==> src/rtl/seq_mult_pkg.sv <==
// Shared types and helpers for the seq_mult_param sequential multiplier.
package seq_mult_pkg;

  typedef enum logic [1:0] {
    IDLE = 2'd0,
    RUN  = 2'd1,
    FIX  = 2'd2,
    DONE = 2'd3
  } state_t;

  localparam int WIDTH_MIN = 4;
  localparam int WIDTH_MAX = 64;

  function automatic int cnt_width(input int width);
    return $clog2(width);
  endfunction

  function automatic bit width_legal(input int width);
    return (width >= WIDTH_MIN) && (width <= WIDTH_MAX);
  endfunction

endpackage

==> src/rtl/seq_mult_param_twos_neg.sv <==
// Parametrised two's-complement negator (~x + 1), purely combinational.
module mult_twos_neg #(
  parameter int W = 32
) (
  input  logic [W-1:0] x,
  output logic [W-1:0] y
);

  localparam logic [W-1:0] ONE = {{(W-1){1'b0}}, 1'b1};

  assign y = ~x + ONE;

endmodule

==> src/rtl/seq_mult_param.sv <==
// Sequential shift-add multiplier, signed/unsigned per operation, one iteration per clock.
// Optional early exit on exhausted multiplier bits: define SEQ_MULT_ZERO_SKIP_EN.
module seq_mult_param
  import seq_mult_pkg::*;
#(
  parameter int WIDTH = 32
) (
  input  logic               clock,
  input  logic               reset_n,
  input  logic               start,
  input  logic               is_signed,
  input  logic [WIDTH-1:0]   mlier,
  input  logic [WIDTH-1:0]   mcand,
  input  logic               abort,
  output logic               ready,
  output logic [2*WIDTH-1:0] prodt,
  output logic               out_valid,
  input  logic               out_ready
);

  localparam int              PW       = 2 * WIDTH;
  localparam int              CNT_W    = cnt_width(WIDTH);
  localparam logic [CNT_W-1:0] CNT_ONE  = CNT_W'(1);
  localparam logic [CNT_W-1:0] CNT_LAST = CNT_W'(WIDTH - 1);

  if (!width_legal(WIDTH)) begin : g_width_check
    $error("seq_mult_param: WIDTH must lie in 4..64");
  end

  state_t             state_r;
  logic [PW-1:0]      h_r;
  logic [WIDTH-1:0]   q_r;
  logic [PW-1:0]      acc_r;
  logic [CNT_W-1:0]   cnt_r;
  logic               neg_r;
  logic [PW-1:0]      prodt_r;
  logic               out_valid_r;

  logic [WIDTH-1:0]   mlier_neg_s;
  logic [WIDTH-1:0]   mcand_neg_s;
  logic [PW-1:0]      acc_neg_s;
  logic [WIDTH-1:0]   mlier_mag_s;
  logic [WIDTH-1:0]   mcand_mag_s;
  logic               last_iter_s;

  mult_twos_neg #(.W(WIDTH)) u_neg_mlier (.x(mlier), .y(mlier_neg_s));
  mult_twos_neg #(.W(WIDTH)) u_neg_mcand (.x(mcand), .y(mcand_neg_s));
  mult_twos_neg #(.W(PW))    u_neg_acc   (.x(acc_r), .y(acc_neg_s));

  // Most-negative input negates to itself; its unsigned reading is the correct magnitude.
  assign mlier_mag_s = (is_signed && mlier[WIDTH-1]) ? mlier_neg_s : mlier;
  assign mcand_mag_s = (is_signed && mcand[WIDTH-1]) ? mcand_neg_s : mcand;

  assign ready     = (state_r == IDLE);
  assign prodt     = prodt_r;
  assign out_valid = out_valid_r;

  // Decide whether the current RUN iteration is the final one.
  always_comb begin
    last_iter_s = 1'b0;
`ifdef SEQ_MULT_ZERO_SKIP_EN
    if ((cnt_r == CNT_LAST) || (q_r[WIDTH-1:1] == {(WIDTH-1){1'b0}})) begin
      last_iter_s = 1'b1;
    end else begin
      last_iter_s = 1'b0;
    end
`else
    if (cnt_r == CNT_LAST) begin
      last_iter_s = 1'b1;
    end else begin
      last_iter_s = 1'b0;
    end
`endif
  end

  // Control FSM with datapath registers and registered result outputs.
  always_ff @(posedge clock or negedge reset_n) begin
    if (!reset_n) begin
      state_r     <= IDLE;
      h_r         <= {PW{1'b0}};
      q_r         <= {WIDTH{1'b0}};
      acc_r       <= {PW{1'b0}};
      cnt_r       <= {CNT_W{1'b0}};
      neg_r       <= 1'b0;
      prodt_r     <= {PW{1'b0}};
      out_valid_r <= 1'b0;
    end else begin
      case (state_r)
        IDLE: begin
          if (start && !abort) begin
            h_r     <= {{WIDTH{1'b0}}, mcand_mag_s};
            q_r     <= mlier_mag_s;
            neg_r   <= is_signed & (mlier[WIDTH-1] ^ mcand[WIDTH-1]);
            acc_r   <= {PW{1'b0}};
            cnt_r   <= {CNT_W{1'b0}};
            state_r <= RUN;
          end
        end
        RUN: begin
          if (abort) begin
            out_valid_r <= 1'b0;
            state_r     <= IDLE;
          end else begin
            if (q_r[0]) begin
              acc_r <= acc_r + h_r;
            end
            h_r   <= {h_r[PW-2:0], 1'b0};
            q_r   <= {1'b0, q_r[WIDTH-1:1]};
            cnt_r <= cnt_r + CNT_ONE;
            if (last_iter_s) begin
              state_r <= FIX;
            end
          end
        end
        FIX: begin
          if (abort) begin
            out_valid_r <= 1'b0;
            state_r     <= IDLE;
          end else begin
            prodt_r     <= neg_r ? acc_neg_s : acc_r;
            out_valid_r <= 1'b1;
            state_r     <= DONE;
          end
        end
        DONE: begin
          if (abort || out_ready) begin
            out_valid_r <= 1'b0;
            state_r     <= IDLE;
          end
        end
        default: begin
          out_valid_r <= 1'b0;
          state_r     <= IDLE;
        end
      endcase
    end
  end

endmodule

==> config.mk <==
export PLATFORM = sky130hd
export DESIGN_NAME = seq_mult_param
export DESIGN_NICKNAME = d
export VERILOG_FILES = /design/src/rtl/seq_mult_pkg.sv /design/src/rtl/seq_mult_param_twos_neg.sv /design/src/rtl/seq_mult_param.sv
export SDC_FILE = /design/constraint.sdc
export NUM_CORES = 1
export LEC_CHECK = 0
export BUFFER_PORTS_ARGS = -buffer_cell sky130_fd_sc_hd__buf_2
export CELL_PAD_IN_SITES_DETAIL_PLACEMENT = 0
export CELL_PAD_IN_SITES_GLOBAL_PLACEMENT = 1
export CORE_UTILIZATION = 30
export DETAILED_ROUTE_END_ITERATION = 16
export PLACE_DENSITY = 0.6
export SLEW_MARGIN = 30
export SYNTH_ARGS = -nofsm -noshare
export SYNTH_HDL_FRONTEND = slang
export SYNTH_HIERARCHICAL = 1
export SYNTH_SLANG_ARGS = --single-unit
==> constraint.sdc <==
create_clock -name clock -period 9.6 [get_ports clock]
set_clock_uncertainty 0.1 [all_clocks]
set_input_delay 1.92 -clock clock [delete_from_list [all_inputs] [get_ports clock]]
set_output_delay 1.92 -clock clock [all_outputs]
set_load 0.005 [all_outputs]
# == Word level (Yosys, flattened, before mapping) ==
# Index checks and enable logic that the tools add are counted.
# totals
output_inout_bits,66
reg_bits,233
word_cells,70
# classes
reduce_logical,14
add_sub_neg,5
muxes,27
bitwise_logic,6
n_eq_ne,10
# op_table
op,n
2-to-1 mux 64 bit,6
one-hot mux 64 bit (2 select lines),2
2-to-1 mux 32 bit,4
"adder 32 x 1 -> 32 bit, second input constant",2
"adder 64 x 1 -> 64 bit, second input constant",1
adder 64 bit,1
inverter 32 bit,2
inverter 64 bit,1
one-hot mux 32 bit (2 select lines),1
2-to-1 mux 2 bit,5
2-to-1 mux 5 bit,2
one-hot mux 5 bit (2 select lines),1
AND reduction 3 bit,3
"!= test 2 bit, second input constant",4
one-hot mux 2 bit (4 select lines),1
"adder 5 x 1 -> 5 bit, second input constant",1
"== test 5 bit, second input constant",1
"== test 2 bit, second input constant",2
2-to-1 mux 1 bit,4
AND reduction 2 bit,2
AND reduction 4 bit,1
logical AND 1 bit,3
"!= test 3 bit, second input constant",1
one-hot mux 1 bit (3 select lines),1
other kinds (10),10

# == Longest topological paths before layout ==
# depth
ltp_word,5
depth_mapped,13
mapped_depth_nobuf,13

# == By module ==
# Netlist, hierarchy kept.
# modules_own_cells
mod,seq_area_each_um2,instances,cells_per_inst,area_each_um2
seq_mult_param,5830.6,1,1728,14257.4
mult_twos_neg at u_neg_acc,0.0,1,186,1287.5
mult_twos_neg at u_neg_mcand ...,0.0,2,83,636.9

# == Worst setup path before layout ==
# Ideal clock, no wire load.
# synth_timing
path_kind,input -> register
from,input port mlier[15]
to,register q_r[30]
required_ns,9.417
path_buffers,1
path_slack_ns,5.837
path_stages,9
arrival_time_ns,3.580
path_cell_list,or4_1 > buf_6 > nand3b_4 > nor4_4 > xnor2_1 > nand3_1 > a21oi_1 > a21oi_1 > o21ai_0
# synth_via
elab_chain_cells,5
# synth_lines
element,line,text
start: declaration,seq_mult_param.sv:12,"input logic [WIDTH-1:0] mlier,"
inverter 32 bit,seq_mult_param_twos_neg.sv:11,assign y = ~x + ONE;
adder 32 x 1 -> 32 bit,seq_mult_param_twos_neg.sv:11,
via mlier_neg_s[30],seq_mult_param.sv:39,logic [WIDTH-1:0] mlier_neg_s;
2-to-1 mux 32 bit,seq_mult_param.sv:51,assign mlier_mag_s = (is_signed && mlier[WIDTH-1]) ? mlier_neg_s : mlier;
2-to-1 mux 32 bit,seq_mult_param.sv:90,if (start && !abort) begin
one-hot mux 32 bit (2 select lines),seq_mult_param.sv:88,case (state_r)
end signal: assignment,seq_mult_param.sv:81,q_r <= {WIDTH{1'b0}};
end signal: assignment,seq_mult_param.sv:92,q_r <= mlier_mag_s;
end signal: assignment,seq_mult_param.sv:108,"q_r <= {1'b0, q_r[WIDTH-1:1]};"
end: declaration,seq_mult_param.sv:32,logic [WIDTH-1:0] q_r;
# The timed path passes the listed nets, and every way through them passes these cells. The select of a mux whose other input is x is not followed.
# A chain may end at the register's enable or synchronous reset.

# == Worst setup path in the final report ==
# layout_timing
from,register acc_r[0]
to,register acc_r[58]
# layout_via
elab_chain_cells,4
# layout_lines
element,line,text
start: declaration,seq_mult_param.sv:33,logic [PW-1:0] acc_r;
start signal: assignment,seq_mult_param.sv:82,acc_r <= {PW{1'b0}};
start signal: assignment,seq_mult_param.sv:94,acc_r <= {PW{1'b0}};
start signal: assignment,seq_mult_param.sv:105,acc_r <= acc_r + h_r;
adder 64 bit,seq_mult_param.sv:105,
2-to-1 mux 64 bit,seq_mult_param.sv:104,if (q_r[0]) begin
2-to-1 mux 64 bit,seq_mult_param.sv:100,if (abort) begin
one-hot mux 64 bit (2 select lines),seq_mult_param.sv:88,
# No other way between the ends. The select of a mux whose other input is x is not followed.

==> flow_summary.ini <==
[layout]
final_core_util_pct = 34.7
synthToLayoutAreaGrowth_pct = 13.8
drive_above_1_share_pct = 12.3
antenna_cells = 0
fin_nets = 2261

[yosys]
yosysSeqAreaShare_pct = 34.7
synth_seq_cells = 233
synth_cell_type_count = 75
synth.avg_cell_area_um2 = 8.09
ys.flop_type = dfrtp_1
synth-edff-count = 0
synth_area_mm2 = 0.0168
syn_nets = 2219
ys_async_sr_fraction_pct = 100
yosysWarnings = 6
syn_inst = 2080

[sta]
finalSetupViolations = 0
drv_slew = 0
max_freq_mhz = 242
relSlewSlack_pct = 42.7
finalHoldViolCount = 0
tns_ns = 0
min_period_ns = 4.14
period_share_pct = 43.1
tightestPinTransition_ns = 0.859
rsz0062_at_grt = false
fin_hold_ws_ns = 0.376

[placement]
gp_congestion = 0.899
io_buffers = 135
dp_hpwl_mm = 35.9

[detailed_routing]
drtPass1Iterations = 5
routed-via-count = 14930
ant_nets = 0
avgViaCountPerCell = 5.16
post_drt_wl_per_cell_um = 17.6
routed_wl_mm = 50.8
drtIter0Drc = 880
drc_errors = 0

[setup_path]
worstSetupPathType = register to register
crit_top_cell = a21oi_1
r2r_slack_ns = 5.46
worstPathMaxFanout = 7
cp.arrival_ns = 4.55
cp-start-kind = register
r2r_cells = 13
r2r_end = acc_r[58]
path_cells = ha_1 -> inv_1 -> fa_1 -> nor2b_1 -> o21a_1 -> o21ai_0 -> a211o_1 -> o21ai_2 -> a31oi_1 -> a21oi_1 -> a21oi_1 -> or4_1 -> nand3_1
cp_slowest_cell = a21oi_1
end_kind = register
max_stage_delay_ns = 0.62
r2r-start = acc_r[0]
required_ns = 10.00

[min_path]
worstHoldPathCells = 2
hold_end = q_r[1]
hp-class = register to register
hp-start = q_r[1]

[run]
drv_cap = 0

[run_status]
outcome = finished clean

[clock_network]
clk-insertion-delay-late_ns = 0.59
postCtsSetupBuffers = 0
clkTransAtPathRegs_ns = 0.06
ctsHoldBuffers = 0
cts_max_path_buffers = 3
tritoncts = done
cts-root-buf = clkbuf_16
numCtsBuffers = 31
cts.sinks = 233
htree_levels = 1
cts_resized = 0

[floorplan]
coreArea_mm2 = 0.0552
rows = 86
dieHeight_um = 239
initial_utilization_pct = 30.5
die_w_um = 239
io_pins = 136
dieArea_mm2 = 0.0570

[pwr]
powerDensity_mw_per_mm2 = 181
leakage_uw = 0.00871
ir_drop_uv = 140

[global_route]
grt_max_degree = 115
first_global_vias = 14520
grtUsageTotal_pct = 18.0
antenna_found_initial = 2
grt_pass1_wl_mm = 82.7
grt_overflow = 0
==> logic make-up after synthesis <==
| kind of cell | synth area share (%) |
|---|---|
| AO/OA/AOI/OAI | 19.1 |
| XOR/XNOR | 9.01 |
| adder cells (fa/ha/maj) | 5.18 |
| buffers and inverters | 4.40 |
| flip-flops | 34.7 |
| multiplexers | 4.00 |
| AND/OR/NAND/NOR | 23.6 |
==> registers in the layout (all words and copies together) (netlist names) <==
signal / count
out_valid: 1
q_r: 32
neg_r: 1
acc_r: 64
cnt_r: 5
prodt: 64
h_r: 64
state_r: 2
==> per-layer routing <==
layer,vias up,routed length (um),share of wire [%],global-route usage (%)
li1,7490,-,-,-
met1,7094,25300,50,25.9
met2,278,22000,43,27.7
met3,64,2230,4.4,2.63
met4,4,1180,2.3,4.82
met5,-,24,0.047,0
==> placed cells by master, fill, tap and decap left out, types with 35 or more instances in the layout <==
cell type / n
ha_1: 68
nor4_1: 35
dfrtp_1: 232
o21ai_0: 156
xnor2_1: 112
a21o_1: 46
nor2_1: 121
xor2_1: 61
nor3_1: 41
a21oi_1: 260
nand2_1: 326
buf_2: 134
mux2i_1: 65
nand3_1: 128
==> how the worst max path moves through the flow <==
stage                    from  depth (start not counted)  slack (ns)         to
floorplan           mlier[15]                          9        5.84    q_r[30]
detailed placement   mlier[5]                          9        5.30    q_r[19]
global placement    is_signed                          5        5.21     h_r[0]
finish               acc_r[0]                         13        5.46  acc_r[58]
CTS                  acc_r[0]                         13        5.46  acc_r[58]
global route         acc_r[0]                         13        5.27  acc_r[58]
==> critical path, delay by kind of cell (launching register included) <==
| family | cells | cell delay, ns |
|---|---|---|
| and+or+nand+nor | 3 | 0.68 |
| buffers and inverters | 1 | 0.07 |
| adders and majority gates | 2 | 0.65 |
| AOI/OAI and AO/OA | 7 | 2.08 |
| DFF | 1 | 0.49 |
==> Yosys cell counts, drive strengths merged, types with 5 or more instances <==
library cell / number / share of area [%]
mux2i: 65 / 3.9
o31ai: 6 / 0.27
nor2: 123 / 2.7
nor2b: 9 / 0.33
nand3: 129 / 3.9
o211ai: 6 / 0.30
nand2: 329 / 7.3
nor3b: 5 / 0.25
xor2: 61 / 3.2
nand3b: 6 / 0.42
or4: 18 / 0.94
inv: 29 / 0.65
or2: 7 / 0.26
buf: 36 / 1.3
nor4: 50 / 2.5
a21o: 46 / 2.1
a31oi: 9 / 0.46
clkbuf: 108 / 2.4
or3: 27 / 1.0
nand4: 30 / 1.3
o21a: 9 / 0.40
dfrtp: 233 / 35
a211oi: 7 / 0.31
ha: 68 / 5.1
nor3: 45 / 1.4
a221o: 5 / 0.30
and3: 10 / 0.37
o21bai: 11 / 0.49
o21ai: 161 / 4.9
nand2b: 12 / 0.45
xnor2: 112 / 5.8
a21oi: 262 / 7.8
==> area by class of cell <==
cell class                      count  area, um2
Timing Repair Buffer              153        861
Multi-Input combinational cell   1674      10300
Clock inverter                     14        206
Fill cell                        5764      36100
Sequential cell                   233       5830
Inverter                           29        109
Clock buffer                       42        897
Tap cell                          748        936
==> stage by stage <==
stage	std cells	total power, uW	setup WS (ns)	instance area [um2]
floorplan	2080	1910	5.84	16800
global placement	2835	2220	5.21	18000
detailed placement	2835	2230	5.30	18000
CTS	2891	3520	5.46	19100
global route	2893	3680	5.27	19100
finish	2893	3470	5.46	19100
==> where the power goes <==
group          switching (uW)  internal, uW
logic                     646           401
registers                 112          1060
clock network             474           782
(Power assumes the default switching activity.)
